## src/rtl/ad_nios_lcell_count_ctrl.sv

```systemverilog
// Avalon register front end and sequencer for the ad_nios hidden-lcell counter chain.
// Optional snapshot register at address 3: define AD_NIOS_CNT_SNAPSHOT_EN.
module ad_nios_lcell_count_ctrl #(
    parameter int unsigned WIDTH    = 16,
    parameter int unsigned PRESCALE = 1
) (
    input  logic             clk,
    input  logic             reset_n,
    input  logic [1:0]       address,
    input  logic             chipselect,
    input  logic             write_n,
    input  logic [WIDTH-1:0] writedata,
    output logic [WIDTH-1:0] readdata,
    output logic             irq,
    output logic             cnt_ena,
    output logic             cnt_sload,
    output logic             cnt_sclr,
    output logic [WIDTH-1:0] cnt_data,
    output logic [WIDTH-1:0] count
);

    localparam int unsigned    PW      = (PRESCALE > 1) ? $clog2(PRESCALE) : 1;
    localparam logic [PW-1:0]  PS_LAST = PW'(PRESCALE - 1);

    typedef enum logic [1:0] {
        IDLE,
        LOAD,
        COUNT,
        EXPIRE
    } state_t;

    state_t           state;
    logic [WIDTH-1:0] period;
    logic             run;
    logic             cont;
    logic             ito;
    logic             to;
    logic [PW-1:0]    prescaler;

    logic             wr;
    logic             period_wr;
    logic             ctrl_wr;
    logic             stat_wr;
    logic             ps_tick;

    assign wr        = chipselect & ~write_n;
    assign period_wr = wr && (address == 2'd0);
    assign ctrl_wr   = wr && (address == 2'd1);
    assign stat_wr   = wr && (address == 2'd2);
    assign ps_tick   = (prescaler == PS_LAST);

    assign cnt_data  = period;

    // The enable must track the mirror exactly in the same cycle, including a
    // CONTROL write that freezes the count, so it cannot be a lookahead flop.
    assign cnt_ena   = (state == COUNT) && ps_tick && !ctrl_wr && (count != '0);

    always_ff @(posedge clk or negedge reset_n) begin
        if (!reset_n) begin
            cnt_sclr <= 1'b1;
        end else begin
            cnt_sclr <= 1'b0;
        end
    end

    always_ff @(posedge clk or negedge reset_n) begin
        if (!reset_n) begin
            period <= '1;
        end else if (period_wr) begin
            period <= writedata;
        end
    end

    always_ff @(posedge clk or negedge reset_n) begin
        if (!reset_n) begin
            state     <= IDLE;
            run       <= 1'b0;
            cont      <= 1'b0;
            ito       <= 1'b0;
            count     <= '0;
            prescaler <= '0;
            cnt_sload <= 1'b0;
        end else begin
            cnt_sload <= 1'b0;
            case (state)
                IDLE: ;
                LOAD: begin
                    count     <= period;
                    prescaler <= '0;
                    state     <= COUNT;
                end
                COUNT: begin
                    if (!ctrl_wr) begin
                        if (ps_tick) begin
                            prescaler <= '0;
                            if (count == '0) begin
                                state <= EXPIRE;
                            end else begin
                                count <= count - WIDTH'(1);
                            end
                        end else begin
                            prescaler <= prescaler + PW'(1);
                        end
                    end
                end
                EXPIRE: begin
                    if (cont) begin
                        state     <= LOAD;
                        cnt_sload <= 1'b1;
                    end else begin
                        state <= IDLE;
                        run   <= 1'b0;
                    end
                end
                default: state <= IDLE;
            endcase

            // A CONTROL write overrides whatever transition the sequencer chose.
            if (ctrl_wr) begin
                run  <= writedata[0];
                cont <= writedata[1];
                ito  <= writedata[2];
                if (writedata[0]) begin
                    state     <= LOAD;
                    cnt_sload <= 1'b1;
                end else begin
                    state     <= IDLE;
                    cnt_sload <= 1'b0;
                end
            end
        end
    end

    always_ff @(posedge clk or negedge reset_n) begin
        if (!reset_n) begin
            to  <= 1'b0;
            irq <= 1'b0;
        end else begin
            if (state == EXPIRE) begin
                to <= 1'b1;
            end else if (stat_wr) begin
                to <= 1'b0;
            end
            irq <= to & ito;
        end
    end

    logic [WIDTH-1:0] snap_word;

`ifdef AD_NIOS_CNT_SNAPSHOT_EN
    logic [WIDTH-1:0] snapshot;
    logic             snap_wr;

    assign snap_wr   = wr && (address == 2'd3);
    assign snap_word = snapshot;

    always_ff @(posedge clk or negedge reset_n) begin
        if (!reset_n) begin
            snapshot <= '0;
        end else if (snap_wr) begin
            snapshot <= count;
        end
    end
`else
    assign snap_word = '0;
`endif

    always_ff @(posedge clk or negedge reset_n) begin
        if (!reset_n) begin
            readdata <= '0;
        end else begin
            case (address)
                2'd0:    readdata <= period;
                2'd1:    readdata <= WIDTH'({ito, cont, run});
                2'd2:    readdata <= WIDTH'({state != IDLE, to});
                default: readdata <= snap_word;
            endcase
        end
    end

endmodule

```

## config.mk

```make
export PLATFORM = sky130hd
export DESIGN_NAME = ad_nios_lcell_count_ctrl
export DESIGN_NICKNAME = d
export VERILOG_FILES = /design/src/rtl/ad_nios_lcell_count_ctrl.sv
export SDC_FILE = /design/constraint.sdc
export NUM_CORES = 1
export LEC_CHECK = 0
export CAP_MARGIN = 20
export CORE_ASPECT_RATIO = 1.25
export CORE_MARGIN = 3
export CORE_UTILIZATION = 40
export DETAILED_ROUTE_END_ITERATION = 7
export PLACE_DENSITY = 0.73
export SETUP_SLACK_MARGIN = 0.2
export SYNTH_ARGS = -nofsm -noshare
export SYNTH_HDL_FRONTEND = slang
export SYNTH_SLANG_ARGS = --single-unit
export TNS_END_PERCENT = 20
```

## constraint.sdc

```tcl
create_clock -name clk -period 5.4 [get_ports clk]
set_clock_uncertainty 0.15 [all_clocks]
set_input_delay 0.54 -clock clk [delete_from_list [all_inputs] [get_ports clk]]
set_output_delay 0.54 -clock clk [all_outputs]
set_load 0.02 [all_outputs]
```

==> results.py, run 1 <==
metrics = {
    "cells_and_area": {
        "final-instance-count-excl-fill": 402,
        "nets": 335,
        "post-route-cell-area_sq_um": 3610,
        "ant_diodes": 0,
        "fillers": 568,
        "syn2layout_area_growth_pct": 37.3,
        "post_route_cells_drive_above_1_share_pct": 20.2,
        "post_route_utilization_pct": 57.5,
    },
    "clock_tree": {
        "cts.repair.resized": 0,
        "cts_buffers": 9,
        "clkTransAtPathRegs_ns": 0.06,
        "cts_tree": "built",
        "cts_root_buffer": "clkbuf_8",
        "cts_post_setup_buffers_inserted": 0,
        "cts_sinks": 57,
        "clock_tree.htree_level_count": 3,
        "clk_latency_ns": 0.33,
        "maximum_clock_insertion_buffer_count": 2,
        "postCtsHoldBufs": 0,
    },
    "detailed_routing": {
        "drtPass1Iterations": 4,
        "detail_route.wl_per_cell_um": 16.0,
        "dr_total_vias": 2149,
        "drt_wl_total_um": 6420,
        "first_iter_violations": 131,
        "route.antenna.remaining_nets": 0,
        "drt_drc_violations_left": 0,
        "drt_via_density": 5.35,
    },
    "yosys": {
        "ys_seq_elements": 57,
        "synth_ff_type": "dfrtp_1",
        "synth.net_count": 260,
        "synth_edf_count": 0,
        "synth_top_area_share_pct": 38.0,
        "synth.yosys.seq_area_share_pct": 55.0,
        "synthDistinctLibCells": 56,
        "synth_largest_area_cell": "dfrtp_1",
        "area_of_the_mapped_netlist_sq_um": 2630,
        "synth.avg_cell_area_sq_um": 11.1,
        "yosys_warnings": 0,
        "synthCells": 237,
        "post_synth_main_area_contributors": "dfrtp_1 38%, dfstp_2 17%, mux2_2 7.7%, and2_1 3.6%, a21oi_1 2.9%",
        "synthArstFlopShare_pct": 100,
    },
    "pwr": {
        "total_power_mw": 1.70,
        "share_clk_of_total_power_pct": 24.2,
        "p_sw_share_pct": 35.6,
        "cellInternalPower_mw": 1.09,
        "power_switching_mw": 0.604,
        "fraction_of_power_consumed_by_sequential_logic_pct": 40.3,
        "power.combinational.fraction_pct": 35.5,
        "worst_ir_drop_vdd_mv": 0.253,
        "p_leak_nw": 1.49,
        "pwr_density_cell_nw_per_um2": 470,
    },
    "place": {
        "place.gp.congestion": 0.848,
        "dp_slack_ns": 2.03,
        "portBuffers": 73,
        "dpl-instance-area_sq_um": 3400,
        "number_of_cells_in_the_design_after_placement": 385,
        "hpwl_dp_um": 4660,
    },
    "sta": {
        "grt_setup_unrepaired": "no",
        "hold_viol_final": 0,
        "fmaxAchievable_ghz": 0.293,
        "slew_headroom_pct": 49.6,
        "timing.setup.tns_ns": 0,
        "transition_time_at_the_pin_with_the_least_slew_margin_ns": 0.756,
        "min_setup_slack_post_route_ns": 1.99,
        "post-route-min-period_ns": 3.41,
        "finalMaxSlewViolations": 0,
        "setup_viol": 0,
        "hold-worst-slack_ns": 0.196,
        "fin_crit_sh_pct": 63.2,
    },
    "global_routing": {
        "grt_pass1_wl_um": 10600,
        "gr_ovfl_total": 0,
        "grt_antenna_before_repair": 0,
        "grt_start_max_net_pins": 58,
        "grt_usage_pct": 17.8,
        "grt_pass1_vias": 2139,
    },
    "flow_run": {
        "drv.max_cap_violation_count": 0,
    },
    "critical_path": {
        "crit_type": "input port to output pin",
        "critical_path.endpoint_type": "output pin",
        "start_kind": "input port",
        "critPathRequiredTime_ns": 4.71,
        "critPathArrivalTime_ns": 2.72,
        "critical_path.max_fanout": 8,
    },
    "floorplanning": {
        "die_area_sq_um": 7590,
        "ioPinCount": 74,
        "die_span_y_um": 96.7,
        "fp.dieW_um": 78.5,
        "coreArea_sq_um": 6290,
        "num_rows": 32,
        "initial_utilization_pct": 41.9,
    },
    "min_path": {
        "hold_path.class": "input port to asynchronous set/reset pin",
    },
    "status": {
        "outcome": "completed",
    },
}
[flip-flops by register name (all words and copies together), names as in the netlist]
register   flops
cnt_data      16
cnt_sclr       1
cnt_sload      1
cont           1
count         16
irq            1
ito            1
readdata      16
run            1
state          2
to             1
[layout by cell type, fill, tap and decap left out, types with 2 or more instances in the layout]
| master | netlist | routed |
|---|---|---|
| a21oi_1 | 15 | 15 |
| o311ai_0 | 2 | 2 |
| dfrtp_1 | 40 | 40 |
| clkbuf_8 | 0 | 12 |
| nor2b_1 | 3 | 3 |
| nand3b_1 | 2 | 2 |
| buf_4 | 0 | 4 |
| nand3_1 | 4 | 4 |
| nand2_1 | 18 | 18 |
| inv_1 | 5 | 5 |
| nand2b_1 | 5 | 5 |
| dfstp_2 | 17 | 17 |
| clkbuf_1 | 4 | 2 |
| nor3_1 | 5 | 5 |
| o22ai_1 | 7 | 7 |
| o21ai_0 | 14 | 14 |
| clkdlybuf4s50_1 | 0 | 72 |
| mux2_2 | 18 | 18 |
| nor2_1 | 14 | 14 |
| mux2i_1 | 4 | 4 |
| nor4_1 | 5 | 5 |
| and2_1 | 15 | 15 |
[synthesized netlist by cell type, types with 3 or more instances]
library cell,count
nand3_1,4
mux2i_1,4
and2_1,15
buf_2,3
o21ai_0,14
nand2b_1,5
a21oi_1,15
dfstp_2,17
nor3_1,5
nand2_1,18
clkbuf_1,4
nor2_1,14
nor2b_1,3
dfrtp_1,40
o22ai_1,7
inv_1,5
nor4_1,5
mux2_2,18
[layer usage]
metal	part of all wire [%]	global-route usage (%)	wire, um	vias to the layer above
met5	0	0	0	-
met4	1.3	7.81	82	0
met3	5.2	3.72	333	5
met2	51	28.9	3310	71
met1	42	22.7	2700	1070
li1	-	-	-	1003
[power by group through the flow]
stage | registers, mW | clock network [mW] | logic [mW]
after global placement | 0.686 | 0 | 0.590
after global routing | 0.706 | 0.435 | 0.652
after floorplan | 0.773 | 0 | 0.231
after CTS | 0.683 | 0.420 | 0.606
final | 0.684 | 0.411 | 0.604
after detailed placement | 0.690 | 0 | 0.601
[path summary, 6_finish.rpt]
| path | startpoint | to | slack [ns] | depth (start not counted) |
|---|---|---|---|---|
| hold / removal | reset_n | cnt_sload$_DFF_PN0_ | 0.20 | 2 |
| setup / recovery | address[0] | cnt_ena | 1.99 | 7 |
| max in group asynchronous | reset_n | count[12]$_DFFE_PN0P_ | 4.44 | 2 |
| setup reg to reg | count[0]$_DFFE_PN0P_ | count[2]$_DFFE_PN0P_ | 2.65 | 7 |
| min in group clk | to$_DFFE_PN0P_ | irq$_DFF_PN0_ | 0.37 | 1 |
| hold reg to reg | to$_DFFE_PN0P_ | irq$_DFF_PN0_ | 0.37 | 1 |
[cells by family after synthesis]
kind of cell             after synthesis  share of synthesized area (%)
multiplexers                          22                           9.22
flip-flops                            57                           55.0
buffers and inverters                 18                           4.04
AND/OR/NAND/NOR                       83                           17.5
adder cells (fa/ha/maj)                1                          0.475
AO/OA/AOI/OAI                         55                           13.6
other                                  1                          0.143
[critical path, cell delays in order]
cell and delay (ns):
clkdlybuf4s50_1 0.56, nor4bb_1 0.22, buf_4 0.17, nor2_2 0.24, nand2_2 0.15, inv_1 0.19, clkdlybuf4s50_1 0.64
[layout make-up]
class | count | area, sq um | area share, %
Clock buffer | 14 | 173 | 4.78
Clock inverter | 2 | 35.0 | 0.970
Inverter | 5 | 18.8 | 0.519
Multi-Input combinational cell | 162 | 1080 | 29.8
Sequential cell | 57 | 1450 | 40.1
Tap cell | 85 | 106 | 2.94
Timing Repair Buffer | 77 | 756 | 20.9
Note: power is estimated with default switching activity, not from simulation.
==> run 2: changes to the inputs <==
- clock period: 5.4 -> 3.5 ns (I/O delays scaled with it)
==> results.py, run 2 (same netlist as run 1, synthesis figures left out) <==
metrics = {
    "status": {
        "outcome": "completed",
    },
    "sta": {
        "timing.setup.tns_ns": 0,
        "grt_setup_unrepaired": "no",
        "slew_headroom_pct": 49.7,
        "finalMaxSlewViolations": 0,
        "fin_crit_sh_pct": 85.5,
        "post-route-min-period_ns": 2.99,
        "transition_time_at_the_pin_with_the_least_slew_margin_ns": 0.754,
        "hold_viol_final": 0,
        "fmaxAchievable_ghz": 0.334,
        "setup_viol": 0,
    },
    "floorplanning": {
        "coreArea_sq_um": 6290,
        "die_area_sq_um": 7590,
        "fp.dieW_um": 78.5,
        "die_span_y_um": 96.7,
        "num_rows": 32,
        "initial_utilization_pct": 41.9,
        "ioPinCount": 74,
    },
    "clock_tree": {
        "cts_buffers": 9,
        "clock_tree.htree_level_count": 3,
        "clk_latency_ns": 0.32,
        "clkTransAtPathRegs_ns": 0.06,
        "cts_root_buffer": "clkbuf_8",
        "cts_sinks": 57,
        "cts_post_setup_buffers_inserted": 0,
        "maximum_clock_insertion_buffer_count": 2,
        "cts_tree": "built",
    },
    "cells_and_area": {
        "post_route_cells_drive_above_1_share_pct": 20.1,
        "ant_diodes": 0,
        "syn2layout_area_growth_pct": 36.6,
        "fillers": 564,
        "post_route_utilization_pct": 57.2,
        "nets": 338,
        "mostFrequentLayoutCells": "72 x clkdlybuf4s50_1, 40 x dfrtp_1, 18 x nand2_1, 18 x mux2_2, 17 x dfstp_2",
        "final-instance-count-excl-fill": 404,
        "mostFrequentLayoutCell": "clkdlybuf4s50_1",
    },
    "global_routing": {
        "grt_antenna_before_repair": 0,
        "grt_usage_pct": 17.7,
        "grt_start_max_net_pins": 37,
        "gr_ovfl_total": 0,
        "grt_pass1_vias": 2140,
        "grt_pass1_wl_um": 10700,
    },
    "critical_path": {
        "critPathArrivalTime_ns": 2.49,
        "crit_type": "input port to output pin",
        "ff2ff_path_depth": 8,
        "critPathRequiredTime_ns": 3.00,
        "timing.reg2reg.setup_slack_ns": 1.15,
        "regToRegEndpoint": "count[11]$_DFFE_PN0P_",
        "regToRegStartpoint": "count[0]$_DFFE_PN0P_",
        "critical_path.endpoint_type": "output pin",
        "start_kind": "input port",
        "critical_path.max_fanout": 8,
        "crit_path_launch": "address[0]",
        "worst_setup_path_endpoint": "cnt_ena",
    },
    "detailed_routing": {
        "drt_wl_total_um": 6360,
        "dr_total_vias": 2138,
        "drt_via_density": 5.29,
        "route.antenna.remaining_nets": 0,
        "drtPass1Iterations": 4,
        "first_iter_violations": 87,
        "detail_route.wl_per_cell_um": 15.7,
        "drt_drc_violations_left": 0,
    },
    "pwr": {
        "power_switching_mw": 0.919,
        "power.combinational.fraction_pct": 37.7,
        "pwr_density_cell_nw_per_um2": 696,
        "cellInternalPower_mw": 1.58,
        "p_leak_nw": 1.47,
        "share_clk_of_total_power_pct": 20.0,
        "worst_ir_drop_vdd_mv": 0.313,
        "p_sw_share_pct": 36.7,
        "fraction_of_power_consumed_by_sequential_logic_pct": 42.3,
    },
    "min_path": {
        "hold_path.class": "flop to flop",
    },
    "place": {
        "portBuffers": 73,
        "place.gp.congestion": 0.882,
        "number_of_cells_in_the_design_after_placement": 388,
        "hpwl_dp_um": 4730,
    },
    "flow_run": {
        "drv.max_cap_violation_count": 0,
    },
}
run 2: layout make-up:
| cell class | count | area (sq um) | area share (%) |
|---|---|---|---|
| Clock buffer | 14 | 153 | 4.25 |
| Tap cell | 85 | 106 | 2.96 |
| Multi-Input combinational cell | 162 | 1080 | 30.1 |
| Inverter | 5 | 18.8 | 0.522 |
| Timing Repair Buffer | 80 | 781 | 21.7 |
| Sequential cell | 57 | 1450 | 40.3 |
| Clock inverter | 1 | 5.00 | 0.139 |
run 2: power groups by stage:
stage               Sequential [mW]  Combinational (mW)  Clock, mW
floorplan                      1.19               0.356          0
global placement               1.06               0.931          0
detailed placement             1.06               0.942          0
CTS                            1.05               0.950      0.517
global route                   1.09                1.02      0.545
finish                         1.06               0.944      0.500
run 2: worst min-delay path by stage:
stage	from	end	cells past startpoint
after floorplan	reset_n	cnt_sload$_DFF_PN0_	0
final	to$_DFFE_PN0P_	irq$_DFF_PN0_	1
after detailed placement	reset_n	cnt_sload$_DFF_PN0_	1
after global routing	ito$_DFFE_PN0P_	irq$_DFF_PN0_	1
after global placement	reset_n	cnt_sload$_DFF_PN0_	1
after CTS	to$_DFFE_PN0P_	irq$_DFF_PN0_	1
run 2: through the flow:
step	worst slack, ns	hold WS, ns	instance area (sq um)	total power [mW]
floorplan	1.30	-0.0956	2630	1.55
global placement	0.554	0.319	3420	1.99
detailed placement	0.540	0.320	3420	2.01
CTS	0.434	0.364	3590	2.52
global route	0.336	0.387	3590	2.66
finish	0.506	0.366	3590	2.50
run 2: metal layers:
metal	wire [um]	GRT usage, %
met1	2750	23.9
met2	3150	27.7
met3	348	3.54
met4	104	7.40
met5	0	0
run 2: repair_timing:
item	in CTS	in global routing
hold buffers	1	0
endpoints found under the setup margin	0	1
gates resized for setup	0	1
endpoints found under the hold margin	24	0
run 2: critical path, cell delays in order:
cell,delay [ns]
clkdlybuf4s50_1,0.56
nor4bb_1,0.22
buf_4,0.17
nor2_2,0.24
nand2_2,0.15
inv_1,0.17
clkdlybuf4s50_1,0.63
